**src/rtl/writeback_arbiter_pkg.sv**
```systemverilog
// Shared definitions for the writeback arbiter slice.
// Holds the register-address and data widths, the write-request struct used
// for every candidate register-file write, and a one-hot address decoder
// used to build the pending-register mask.
package writeback_arbiter_pkg;

  localparam int unsigned REG_AW   = 5;
  localparam int unsigned DATA_W   = 32;
  localparam int unsigned NUM_REGS = 32;

  typedef struct packed {
    logic              valid;
    logic [REG_AW-1:0] addr;
    logic [DATA_W-1:0] data;
  } wb_req_t;

  // One-hot decode of a register address.
  function automatic logic [NUM_REGS-1:0] addr_onehot(input logic [REG_AW-1:0] a);
    logic [NUM_REGS-1:0] v;
    v    = {NUM_REGS{1'b0}};
    v[a] = 1'b1;
    return v;
  endfunction

endpackage

```
**src/rtl/writeback_arbiter_if.sv**
```systemverilog
// Bus bundle between the pipeline / long-latency unit and the arbiter.
//   p_*       : pipeline WB-stage write request (never back-pressured)
//   l_*       : long-latency unit result with ready/valid handshake
//   RegWrite_o, RDaddr_o, RDdata_o : register-file write port
//   pend_mask_o, stall_o, collision_o : hazard, stall and error status
// master = producer/consumer side (pipeline, L unit, register file),
// slave  = the arbiter.
interface writeback_arbiter_if;
  import writeback_arbiter_pkg::*;

  logic                p_valid_i;
  logic [REG_AW-1:0]   p_addr_i;
  logic [DATA_W-1:0]   p_data_i;
  logic                l_valid_i;
  logic                l_ready_o;
  logic [REG_AW-1:0]   l_addr_i;
  logic [DATA_W-1:0]   l_data_i;
  logic                RegWrite_o;
  logic [REG_AW-1:0]   RDaddr_o;
  logic [DATA_W-1:0]   RDdata_o;
  logic [NUM_REGS-1:0] pend_mask_o;
  logic                stall_o;
  logic                collision_o;

  modport master (
    output p_valid_i, p_addr_i, p_data_i, l_valid_i, l_addr_i, l_data_i,
    input  l_ready_o, RegWrite_o, RDaddr_o, RDdata_o, pend_mask_o, stall_o, collision_o
  );

  modport slave (
    input  p_valid_i, p_addr_i, p_data_i, l_valid_i, l_addr_i, l_data_i,
    output l_ready_o, RegWrite_o, RDaddr_o, RDdata_o, pend_mask_o, stall_o, collision_o
  );

endinterface

```
**src/rtl/writeback_arbiter_fifo.sv**
```systemverilog
// wb_fifo: DEPTH-entry in-order buffer for long-latency results.
//   clk_i, rst_i  : clock, synchronous active-high reset
//   push          : write request; push.valid is the push strobe
//   pop           : remove the head entry
//   full, empty   : occupancy status of the current contents
//   head          : current head entry (head.valid == !empty)
//   ent_valid_nxt, ent_addr_nxt : per-slot valid/address as they will be
//                   after this edge, so the owner can register a mask that
//                   tracks the contents without an extra cycle of lag.
// Each slot carries its own valid bit, so no separate occupancy counter is
// kept: the slot under the write pointer is valid only when full, and the
// slot under the read pointer is invalid only when empty.
module wb_fifo
  import writeback_arbiter_pkg::*;
#(
  parameter int unsigned DEPTH = 2
) (
  input  logic                         clk_i,
  input  logic                         rst_i,
  input  wb_req_t                      push,
  input  logic                         pop,
  output logic                         full,
  output logic                         empty,
  output wb_req_t                      head,
  output logic [DEPTH-1:0]             ent_valid_nxt,
  output logic [DEPTH-1:0][REG_AW-1:0] ent_addr_nxt
);

  localparam int unsigned PW = $clog2(DEPTH);

  wb_req_t [DEPTH-1:0] mem_r;
  wb_req_t [DEPTH-1:0] mem_nxt_s;
  logic    [PW-1:0]    rd_ptr_r;
  logic    [PW-1:0]    wr_ptr_r;
  logic                pop_ok_s;
  logic                push_ok_s;

  assign head  = mem_r[rd_ptr_r];
  assign empty = !mem_r[rd_ptr_r].valid;
  assign full  = mem_r[wr_ptr_r].valid;

  // Next slot contents; push and pop can never target the same slot because
  // rd == wr only when the buffer is empty (no pop) or full (no push).
  always_comb begin
    pop_ok_s      = pop && !empty;
    push_ok_s     = push.valid && !full;
    mem_nxt_s     = mem_r;
    ent_valid_nxt = {DEPTH{1'b0}};
    ent_addr_nxt  = '0;
    for (int i = 0; i < DEPTH; i++) begin
      if (push_ok_s && (wr_ptr_r == PW'(i))) begin
        mem_nxt_s[i] = push;
      end else if (pop_ok_s && (rd_ptr_r == PW'(i))) begin
        mem_nxt_s[i].valid = 1'b0;
      end else begin
        mem_nxt_s[i] = mem_r[i];
      end
      ent_valid_nxt[i] = mem_nxt_s[i].valid;
      ent_addr_nxt[i]  = mem_nxt_s[i].addr;
    end
  end

  // Slot storage and pointers; pointers wrap naturally since DEPTH is 2^PW.
  always_ff @(posedge clk_i) begin
    if (rst_i) begin
      mem_r    <= '0;
      rd_ptr_r <= {PW{1'b0}};
      wr_ptr_r <= {PW{1'b0}};
    end else begin
      mem_r <= mem_nxt_s;
      if (pop_ok_s) begin
        rd_ptr_r <= rd_ptr_r + PW'(1);
      end
      if (push_ok_s) begin
        wr_ptr_r <= wr_ptr_r + PW'(1);
      end
    end
  end

endmodule

```
**src/rtl/writeback_arbiter.sv**
```systemverilog
// writeback_arbiter: merges the pipeline WB-stage write and buffered
// long-latency results onto a single register-file write port.
//   clk_i, rst_i : clock, synchronous active-high reset
//   bus          : writeback_arbiter_if.slave (request inputs, RF write
//                  port, pending mask, stall request, collision flag)
// The pipeline always wins; buffered results drain in order when the
// pipeline is idle. A starve counter raises an advisory stall once the
// buffer has been passed over STARVE_LIMIT times, and a sticky collision
// flag records a pipeline write to a register that still has a buffered
// result pending (both writes still happen, pipeline first).
module writeback_arbiter
  import writeback_arbiter_pkg::*;
#(
  parameter int unsigned DEPTH        = 2,
  parameter int unsigned STARVE_LIMIT = 4
) (
  input logic                 clk_i,
  input logic                 rst_i,
  writeback_arbiter_if.slave  bus
);

  localparam int unsigned   SW      = $clog2(STARVE_LIMIT + 1);
  localparam logic [SW-1:0] LIMIT_C = SW'(STARVE_LIMIT);

  wb_req_t                      head_s;
  wb_req_t                      push_s;
  wb_req_t                      win_s;
  logic                         pop_s;
  logic                         fifo_full_s;
  logic                         fifo_empty_s;
  logic [DEPTH-1:0]             ent_valid_nxt_s;
  logic [DEPTH-1:0][REG_AW-1:0] ent_addr_nxt_s;
  logic [SW-1:0]                starve_r;
  logic [SW-1:0]                starve_nxt_s;
  logic [NUM_REGS-1:0]          mask_nxt_s;
  logic [NUM_REGS-1:0]          pend_mask_r;
  logic                         collision_hit_s;
  logic                         l_ready_r;
  logic                         regwrite_r;
  logic [REG_AW-1:0]            rdaddr_r;
  logic [DATA_W-1:0]            rddata_r;
  logic                         stall_r;
  logic                         collision_r;

  wb_fifo #(
    .DEPTH (DEPTH)
  ) u_fifo (
    .clk_i         (clk_i),
    .rst_i         (rst_i),
    .push          (push_s),
    .pop           (pop_s),
    .full          (fifo_full_s),
    .empty         (fifo_empty_s),
    .head          (head_s),
    .ent_valid_nxt (ent_valid_nxt_s),
    .ent_addr_nxt  (ent_addr_nxt_s)
  );

  // L handshake and buffer pop; the full check is redundant with l_ready_r
  // but keeps a push into a full buffer impossible by construction.
  always_comb begin
    push_s       = '0;
    push_s.valid = bus.l_valid_i && l_ready_r && !fifo_full_s;
    push_s.addr  = bus.l_addr_i;
    push_s.data  = bus.l_data_i;
    pop_s        = !bus.p_valid_i && !fifo_empty_s;
  end

  // Fixed-priority winner selection: pipeline, then buffer head, else none.
  always_comb begin
    win_s = '0;
    if (bus.p_valid_i) begin
      win_s.valid = 1'b1;
      win_s.addr  = bus.p_addr_i;
      win_s.data  = bus.p_data_i;
    end else if (!fifo_empty_s) begin
      win_s = head_s;
    end else begin
      win_s = '0;
    end
  end

  // Starve counter next value: clear on pop, count lost cycles, saturate.
  always_comb begin
    starve_nxt_s = starve_r;
    if (pop_s) begin
      starve_nxt_s = {SW{1'b0}};
    end else if (!fifo_empty_s && bus.p_valid_i && (starve_r != LIMIT_C)) begin
      starve_nxt_s = starve_r + SW'(1);
    end else begin
      starve_nxt_s = starve_r;
    end
  end

  // Pending mask of the post-edge buffer contents; address 0 is included.
  always_comb begin
    mask_nxt_s = {NUM_REGS{1'b0}};
    for (int i = 0; i < DEPTH; i++) begin
      if (ent_valid_nxt_s[i]) begin
        mask_nxt_s = mask_nxt_s | addr_onehot(ent_addr_nxt_s[i]);
      end else begin
        mask_nxt_s = mask_nxt_s;
      end
    end
  end

  // A pipeline write to a register with a buffered result still pending.
  always_comb begin
    collision_hit_s = bus.p_valid_i && (bus.p_addr_i != {REG_AW{1'b0}})
                      && pend_mask_r[bus.p_addr_i];
  end

  // Status registers: starve counter, stall, mask, ready, sticky collision.
  always_ff @(posedge clk_i) begin
    if (rst_i) begin
      starve_r    <= {SW{1'b0}};
      stall_r     <= 1'b0;
      pend_mask_r <= {NUM_REGS{1'b0}};
      l_ready_r   <= 1'b1;
      collision_r <= 1'b0;
    end else begin
      starve_r    <= starve_nxt_s;
      stall_r     <= (starve_nxt_s == LIMIT_C);
      pend_mask_r <= mask_nxt_s;
      l_ready_r   <= !(&ent_valid_nxt_s);
      collision_r <= collision_r | collision_hit_s;
    end
  end

  // Register-file write port; address/data hold when there is no winner.
  always_ff @(posedge clk_i) begin
    if (rst_i) begin
      regwrite_r <= 1'b0;
      rdaddr_r   <= {REG_AW{1'b0}};
      rddata_r   <= {DATA_W{1'b0}};
    end else begin
      regwrite_r <= win_s.valid && (win_s.addr != {REG_AW{1'b0}});
      if (win_s.valid) begin
        rdaddr_r <= win_s.addr;
        rddata_r <= win_s.data;
      end
    end
  end

  assign bus.l_ready_o   = l_ready_r;
  assign bus.RegWrite_o  = regwrite_r;
  assign bus.RDaddr_o    = rdaddr_r;
  assign bus.RDdata_o    = rddata_r;
  assign bus.pend_mask_o = pend_mask_r;
  assign bus.stall_o     = stall_r;
  assign bus.collision_o = collision_r;

endmodule

```
**src/flat_wrapper.sv**
```systemverilog
// flat-port wrapper written by rule: the top's interface ports become plain ports
module writeback_arbiter_flat import writeback_arbiter_pkg::*;
#(
  parameter int unsigned DEPTH        = 2,
  parameter int unsigned STARVE_LIMIT = 4
)
  (clk_i, rst_i, bus_p_valid_i, bus_p_addr_i, bus_p_data_i, bus_l_valid_i, bus_l_addr_i, bus_l_data_i, bus_l_ready_o, bus_RegWrite_o, bus_RDaddr_o, bus_RDdata_o, bus_pend_mask_o, bus_stall_o, bus_collision_o);
  writeback_arbiter_if bus_i ();
  input logic clk_i;
  input logic rst_i;
  input wire logic [$bits(bus_i.p_valid_i)-1:0] bus_p_valid_i;
  input wire logic [$bits(bus_i.p_addr_i)-1:0] bus_p_addr_i;
  input wire logic [$bits(bus_i.p_data_i)-1:0] bus_p_data_i;
  input wire logic [$bits(bus_i.l_valid_i)-1:0] bus_l_valid_i;
  input wire logic [$bits(bus_i.l_addr_i)-1:0] bus_l_addr_i;
  input wire logic [$bits(bus_i.l_data_i)-1:0] bus_l_data_i;
  output wire logic [$bits(bus_i.l_ready_o)-1:0] bus_l_ready_o;
  output wire logic [$bits(bus_i.RegWrite_o)-1:0] bus_RegWrite_o;
  output wire logic [$bits(bus_i.RDaddr_o)-1:0] bus_RDaddr_o;
  output wire logic [$bits(bus_i.RDdata_o)-1:0] bus_RDdata_o;
  output wire logic [$bits(bus_i.pend_mask_o)-1:0] bus_pend_mask_o;
  output wire logic [$bits(bus_i.stall_o)-1:0] bus_stall_o;
  output wire logic [$bits(bus_i.collision_o)-1:0] bus_collision_o;
  assign bus_i.p_valid_i = bus_p_valid_i;
  assign bus_i.p_addr_i = bus_p_addr_i;
  assign bus_i.p_data_i = bus_p_data_i;
  assign bus_i.l_valid_i = bus_l_valid_i;
  assign bus_i.l_addr_i = bus_l_addr_i;
  assign bus_i.l_data_i = bus_l_data_i;
  assign bus_l_ready_o = bus_i.l_ready_o;
  assign bus_RegWrite_o = bus_i.RegWrite_o;
  assign bus_RDaddr_o = bus_i.RDaddr_o;
  assign bus_RDdata_o = bus_i.RDdata_o;
  assign bus_pend_mask_o = bus_i.pend_mask_o;
  assign bus_stall_o = bus_i.stall_o;
  assign bus_collision_o = bus_i.collision_o;
  writeback_arbiter #(.DEPTH(DEPTH), .STARVE_LIMIT(STARVE_LIMIT)) u_core (.clk_i(clk_i), .rst_i(rst_i), .bus(bus_i));
endmodule
```
**config.mk**
```make
export PLATFORM = sky130hd
export DESIGN_NAME = writeback_arbiter_flat
export DESIGN_NICKNAME = d
export VERILOG_FILES = /design/src/rtl/writeback_arbiter_pkg.sv /design/src/rtl/writeback_arbiter_if.sv /design/src/rtl/writeback_arbiter_fifo.sv /design/src/rtl/writeback_arbiter.sv /design/src/flat_wrapper.sv
export SDC_FILE = /design/constraint.sdc
export NUM_CORES = 1
export LEC_CHECK = 0
export ABC_CLOCK_PERIOD_IN_PS = 3200
export CAP_MARGIN = 15
export CORE_MARGIN = 2
export CORE_UTILIZATION = 50
export CTS_BUF_LIST = sky130_fd_sc_hd__clkbuf_8 sky130_fd_sc_hd__clkbuf_16
export CTS_CLUSTER_SIZE = 12
export DETAILED_ROUTE_END_ITERATION = 8
export GPL_TIMING_DRIVEN = 0
export PLACE_DENSITY_LB_ADDON = 0.12
export SLEW_MARGIN = 20
export SYNTH_ARGS = -nofsm -noshare
export SYNTH_HDL_FRONTEND = slang
export SYNTH_SLANG_ARGS = --single-unit
```
**constraint.sdc**
```tcl
create_clock -name clk_i -period 3.2 [get_ports clk_i]
set_input_delay 0.32 -clock clk_i [delete_from_list [all_inputs] [get_ports clk_i]]
set_output_delay 0.32 -clock clk_i [all_outputs]
set_load 0.005 [all_outputs]
```
Word level (Yosys, flattened, before mapping) --
Cells that the tools add are included.
Word-level totals: memory bits (read-only) 0, memories kept 0, latch bits 0, bits in writable memories 0, bits in registers 154, logic and storage cells 74, output and inout bits 73, bits of input ports 78
Operators by class: multiply operators 0, bitwise operators 4, reductions and logical operators 22, shift-type cells 0, muxes and demuxes 20, add/subtract/negate cells 3, equality and inequality tests 2, divide/modulo/power cells 0, $lt $le $gt $ge 7
Operator list (number):
- $mux W38 | 8
- $mux W32 | 2
- $or A32 B32 Y32 | 1
- $lt A5 B6 Y1 const B | 3
- $logic_and A1 B1 Y1 | 16
- $demux W1 S5 | 2
- $ge A5 B1 Y1 const B | 2
- $reduce_bool A5 Y1 | 2
- $mux W3 | 2
- $bmux W1 S5 | 1
- $mux W1 | 5
- $lt A1 B2 Y1 const B | 2
- $add A3 B1 Y3 const B | 1
- $eq A3 B3 Y1 const B | 1
- $logic_not A1 Y1 | 3
- $ne A3 B3 Y1 const B | 1
- $add A1 B1 Y1 const B | 2
- $not A1 Y1 | 2
- $reduce_and A2 Y1 | 1
- $or A1 B1 Y1 | 1

Depth between registers and ports, before layout --
word-level depth 14, mapped depth 7, gate-level depth less buffers 6

By module --
Synthesis repeated with hierarchy kept, for this count alone.
Unflattened totals: cell total of the unflattened synthesis 764, area, all modules 7395.8 um2
By module, submodules not included:
- wb_fifo | area an instance 3865.0 um2, cells an instance 360, seq. area each 1561.5 um2, instances 1
- writeback_arbiter | area an instance 3530.9 um2, cells an instance 404, seq. area each 1521.5 um2, instances 1

Worst setup path before layout --
No wires, ideal clock.
path kind input to register, from in bus_p_addr_i[0], to reg u_core.collision_r, in the netlist u_core.bus.collision_o, arrival time 1625 ps, path buffers 1, setup slack 1441 ps, data required time 3066 ps, setup time 134 ps, stages on the path 5, cells stage by stage buf_6 mux4_2 mux2_2 a2111oi_0 nor4_1
Between the ends: longest elaborated chain between the ends 4, elaborated cells between the ends (all ways) 6, those cells by class mux: 2; bitwise: 1; reduce/logical: 3
Ends and longest elaborated chain:
- start: declaration | line flat_wrapper.sv:12 | input wire logic [$bits(bus_i.p_addr_i)-1:0] bus_p_addr_i;
- $bmux W1 S5 / $reduce_bool A5 Y1 (equally long branches) | line writeback_arbiter.sv:110, writeback_arbiter.sv:109
- $mux W1 (not written as such) / $logic_and A1 B1 Y1 (equally long branches) | line writeback_arbiter.sv:110, writeback_arbiter.sv:109
- $logic_and A1 B1 Y1 (*) | line writeback_arbiter.sv:110 | && pend_mask_r[bus.p_addr_i];
- $or A1 B1 Y1 (*) | line writeback_arbiter.sv:126 | collision_r <= collision_r | collision_hit_s;
- end signal: assignment | line writeback_arbiter.sv:126
- end: declaration | line writeback_arbiter.sv:43 | logic collision_r;
Mark *: on every way between the ends. The rest lies on a longest branch, timed or not. The select of a mux whose other input is x is not followed. A chain may end at the register's enable or synchronous reset.

Worst setup path after layout --
from reg u_core.u_fifo.rd_ptr_r, to reg u_core.pend_mask_r[24], in the netlist u_core.bus.pend_mask_o[24]
Between the ends: longest elaborated chain between the ends 10, elaborated cells between the ends (all ways) 14, those cells by class mux: 8; bitwise: 2; reduce/logical: 4
Ends and longest elaborated chain:
- start: declaration | line writeback_arbiter_fifo.sv:33 | logic [PW-1:0] rd_ptr_r;
- start signal: assignment | line writeback_arbiter_fifo.sv:67 | rd_ptr_r <= {PW{1'b0}};
- start signal: assignment | line writeback_arbiter_fifo.sv:72 | rd_ptr_r <= rd_ptr_r + PW'(1);
- $mux W38 (not written as such) (2 in series) | line writeback_arbiter_fifo.sv:39 | assign empty = !mem_r[rd_ptr_r].valid;
- $logic_and A1 B1 Y1 | line writeback_arbiter.sv:66 | pop_s = !bus.p_valid_i && !fifo_empty_s;
- $logic_and A1 B1 Y1 | line writeback_arbiter_fifo.sv:45 | pop_ok_s = pop && !empty;
- $logic_and A1 B1 Y1 | line writeback_arbiter_fifo.sv:53 | end else if (pop_ok_s && (rd_ptr_r == PW'(i))) begin
- $mux W1 | line writeback_arbiter_fifo.sv:53
- $mux W38 | line writeback_arbiter_fifo.sv:51 | if (push_ok_s && (wr_ptr_r == PW'(i))) begin
- $mux W32 | line writeback_arbiter.sv:99 | if (ent_valid_nxt_s[i]) begin
- $or A32 B32 Y32 | line writeback_arbiter.sv:100 | mask_nxt_s = mask_nxt_s | addr_onehot(ent_addr_nxt_s[i]);
- $mux W32 (*) | line writeback_arbiter.sv:99
- end signal: assignment | line writeback_arbiter.sv:118 | pend_mask_r <= {NUM_REGS{1'b0}};
- end signal: assignment | line writeback_arbiter.sv:124 | pend_mask_r <= mask_nxt_s;
- end: declaration | line writeback_arbiter.sv:36 | logic [NUM_REGS-1:0] pend_mask_r;
Marked as above.

==> out/qor.json <==
{
  "detailed_routing": {
    "via_count": 6192,
    "routed_wire_length_per_instance_um": 18.3,
    "drt-initial-drc-count": 780,
    "route.antenna.remaining_nets": 0,
    "drt-total-wl_mm": 19.2,
    "detail_route.first_pass.iterations": 8,
    "route.detailed.drc": 0,
    "vias_per_cell": 5.91
  },
  "setup_path": {
    "maximum_cell_stage_delay_along_the_critical_path_ns": 0.72,
    "critPathSlowestCell": "sky130_fd_sc_hd__a21oi_1",
    "critical-path-top-delay-family": "compound AO/OA/AOI/OAI gates",
    "classification_of_the_worst_setup_path": "reg2reg",
    "end_kind": "register",
    "critical-path-top-cell-by-count": "sky130_fd_sc_hd__o21ai_0",
    "timing.critical_path.required_ns": 3.46,
    "cp_data_arrival_time_ns": 2.57,
    "critical_path_buf_inv_count": 1,
    "timing.critical_path.from_type": "register",
    "r2r_slack_ns": 0.89,
    "timing.critical_path.cells": "buf_2 -> o21ai_0 -> o21ai_0 -> a21oi_1 -> o32ai_1",
    "critical_path_peak_fanout": 8
  },
  "place": {
    "placement.io_buffers": 147,
    "finalWeightedCongestion": 0.935,
    "detailedPlacementHpwl_mm": 13.6,
    "dpl-instance-area_um2": 7870
  },
  "cts": {
    "clock_root_cell": "sky130_fd_sc_hd__clkbuf_16",
    "cts_hold_repair.buffers": 0,
    "cts_htree_levels": 4,
    "clock_slew_at_the_register_clock_pins_of_the_worst_setup_and_hold_paths_ns": 0.06,
    "postCtsSetupBuffers": 0,
    "cts_inserted_buffers": 17,
    "cts_buffer_depth": 2,
    "clock-sinks": 154,
    "cts_repair_resize_count": 0,
    "tritoncts": "yes",
    "clk_latency_ns": 0.42
  },
  "grt": {
    "track_usage": 0.290,
    "first_pass_grt_wire_length_mm": 29.9,
    "grt_overflow": 0,
    "pin_count_of_the_biggest_net_entering_global_routing": 17,
    "first_global_vias": 6082,
    "grt_antenna_before_repair": 0
  },
  "synth": {
    "ys_warn_count": 0,
    "synth_enable_flop_cells": 0,
    "netlist-cell-type-count": 49,
    "netlist_area_um2": 6190,
    "asyncSetResetFlopFracSynth": 0,
    "syn_nets": 780,
    "synth-seq-area-share": 0.498,
    "synth_area_per_cell_um2": 8.84,
    "synthFlopType": "sky130_fd_sc_hd__dfxtp_1",
    "syn-instance-count": 700,
    "ys_seq_elements": 154
  },
  "final_layout": {
    "post_route_cells_drive_above_1_share": 0.0694,
    "layout.cells.most_common": "sky130_fd_sc_hd__nand2_1",
    "most-common-layout-cells": "sky130_fd_sc_hd__nand2_1, sky130_fd_sc_hd__dfxtp_1, sky130_fd_sc_hd__clkdlybuf4s50_1",
    "design_area_um2": 8490,
    "synthToLayoutAreaGrowth_pct": 37.1,
    "layout.nets": 946,
    "antenna-diode-count": 0
  },
  "sta": {
    "min_period_ns": 2.31,
    "clock_skew_ns": 0.00466,
    "max_slew.worst_pin.slew_ns": 0.894,
    "rsz0062_at_grt": "no",
    "post-route-period-util": 0.722,
    "max_slew_margin": 0.404,
    "finalMaxSlewViolations": 0,
    "finalHoldWorstSlack_ns": 0.324,
    "finalSetupViolCount": 0,
    "finalHoldViolations": 0,
    "achievable-frequency_ghz": 0.433,
    "finalSetupTns_ns": 0
  },
  "die": {
    "placeableCoreArea_um2": 12100,
    "design.portCount": 151,
    "num_rows": 40,
    "die_h_um": 115,
    "die_area_um2": 13300,
    "initial_core_util": 0.513,
    "die_w_um": 115
  },
  "flow_run": {
    "maxCapViolations": 0
  },
  "power": {
    "pwr_density_cell_nw_per_um2": 561,
    "fin_total_pwr_w": 0.00476,
    "peak_supply_drop_mv": 0.288,
    "cellLeakagePower_nw": 2.99
  },
  "outcome": {
    "outcome": "finished clean"
  },
  "min_path": {
    "min_path_type": "in2reg"
  }
}
[path summary, 6_finish.rpt]
| kind | start | to | depth (start not counted) |
|---|---|---|---|
| worst min-delay path | bus_l_addr_i[1] | u_core.u_fifo.mem_r[33] | 3 |
| worst max register to register | u_core.u_fifo.rd_ptr_r | u_core.bus.pend_mask_o[24] | 5 |
| worst min register to register | u_core.bus.RDdata_o[8] | u_core.bus.RDdata_o[8] | 2 |
| worst max-delay path | u_core.u_fifo.rd_ptr_r | u_core.bus.pend_mask_o[24] | 5 |
[sequential cells by signal, summed over array words and instances, names as in the netlist]
signal,flops
u_core.bus.RDdata_o,32
u_core.bus.collision_o,1
u_core.bus.l_ready_o,1
u_core.bus.RDaddr_o,5
u_core.bus.stall_o,1
u_core.starve_r,3
u_core.u_fifo.mem_r,76
u_core.u_fifo.rd_ptr_r,1
u_core.bus.RegWrite_o,1
u_core.u_fifo.wr_ptr_r,1
u_core.bus.pend_mask_o,32
[cells in the mapped netlist, types with 2 or more instances]
cell type,instances,area share
sky130_fd_sc_hd__a21oi_1,117,0.095
sky130_fd_sc_hd__a221oi_1,2,0.0028
sky130_fd_sc_hd__a222oi_1,37,0.060
sky130_fd_sc_hd__a311oi_1,2,0.0028
sky130_fd_sc_hd__and3_1,3,0.0030
sky130_fd_sc_hd__buf_1,5,0.0030
sky130_fd_sc_hd__buf_2,9,0.0073
sky130_fd_sc_hd__buf_6,2,0.0036
sky130_fd_sc_hd__clkbuf_1,41,0.025
sky130_fd_sc_hd__dfxtp_1,154,0.50
sky130_fd_sc_hd__ha_1,2,0.0040
sky130_fd_sc_hd__inv_1,3,0.0018
sky130_fd_sc_hd__mux2_2,9,0.016
sky130_fd_sc_hd__mux2i_1,12,0.019
sky130_fd_sc_hd__mux4_2,4,0.015
sky130_fd_sc_hd__nand2_1,184,0.11
sky130_fd_sc_hd__nand2b_1,7,0.0071
sky130_fd_sc_hd__nand3_1,6,0.0049
sky130_fd_sc_hd__nand3b_1,9,0.011
sky130_fd_sc_hd__nand4b_1,2,0.0028
sky130_fd_sc_hd__nor2_1,16,0.0097
sky130_fd_sc_hd__nor2b_1,2,0.0020
sky130_fd_sc_hd__nor3_1,3,0.0024
sky130_fd_sc_hd__nor3b_1,4,0.0049
sky130_fd_sc_hd__o21ai_0,5,0.0040
sky130_fd_sc_hd__o22ai_1,17,0.017
sky130_fd_sc_hd__o32ai_1,16,0.023
sky130_fd_sc_hd__or3_1,3,0.0030
sky130_fd_sc_hd__or3_4,4,0.0073
[routing by layer]
metal	part of all wire	up-vias	track usage
met5	0	-	0
met4	0.023	0	0.146
met3	0.081	38	0.0606
met2	0.49	323	0.473
met1	0.41	2945	0.366
li1	-	2886	-
[worst register-to-register path, cell delays in order, from the launching register on]
cell and delay (ns):
sky130_fd_sc_hd__dfxtp_1 0.29, sky130_fd_sc_hd__buf_2 0.16, sky130_fd_sc_hd__o21ai_0 0.53, sky130_fd_sc_hd__o21ai_0 0.21, sky130_fd_sc_hd__a21oi_1 0.72, sky130_fd_sc_hd__o32ai_1 0.24
[where the power goes]
part | switching, W | total [W] | leakage, nW | internal (W)
clock | 0.000782 | 0.00206 | 0.309 | 0.00128
combinational | 0.000341 | 0.000620 | 1.42 | 0.000279
sequential | 0.0000612 | 0.00208 | 1.26 | 0.00201
total | 0.00118 | 0.00476 | 2.99 | 0.00358
[cell type report]
| type | count | area [um^2] |
|---|---|---|
| fillers | 956 | 3580 |
| flip-flops and latches | 154 | 3080 |
| multi-input cells | 486 | 2860 |
| repair buffers | 147 | 1470 |
| clock buffers | 20 | 467 |
| plain buffers | 57 | 240 |
| well taps | 168 | 210 |
| clock inverters | 12 | 146 |
| inverters | 3 | 11.3 |
[cells by family (layout without fill, tap and decap cells)]
logic type | count (synthesis) | count (layout) | share of synthesized area
buf+inv | 60 | 239 | 0.0406
fa+ha+maj | 2 | 2 | 0.00404
simple gates | 249 | 249 | 0.179
mux | 27 | 27 | 0.0568
compound gates | 208 | 208 | 0.222
flops | 154 | 154 | 0.498
[through the flow]
| step | instances | utilization | setup slack, ns |
|---|---|---|---|
| 2_1_floorplan | 700 | - | 1.44 |
| 3_3_place_gp | 1015 | 0.653 | 0.706 |
| 3_5_place_dp | 1015 | 0.653 | 0.625 |
| 4_1_cts | 1047 | 0.704 | 0.932 |
| 5_1_grt | 1047 | 0.704 | 0.817 |
| 6_report | 1047 | 0.704 | 0.891 |
No activity file was read; power rests on OpenSTA's default activity.
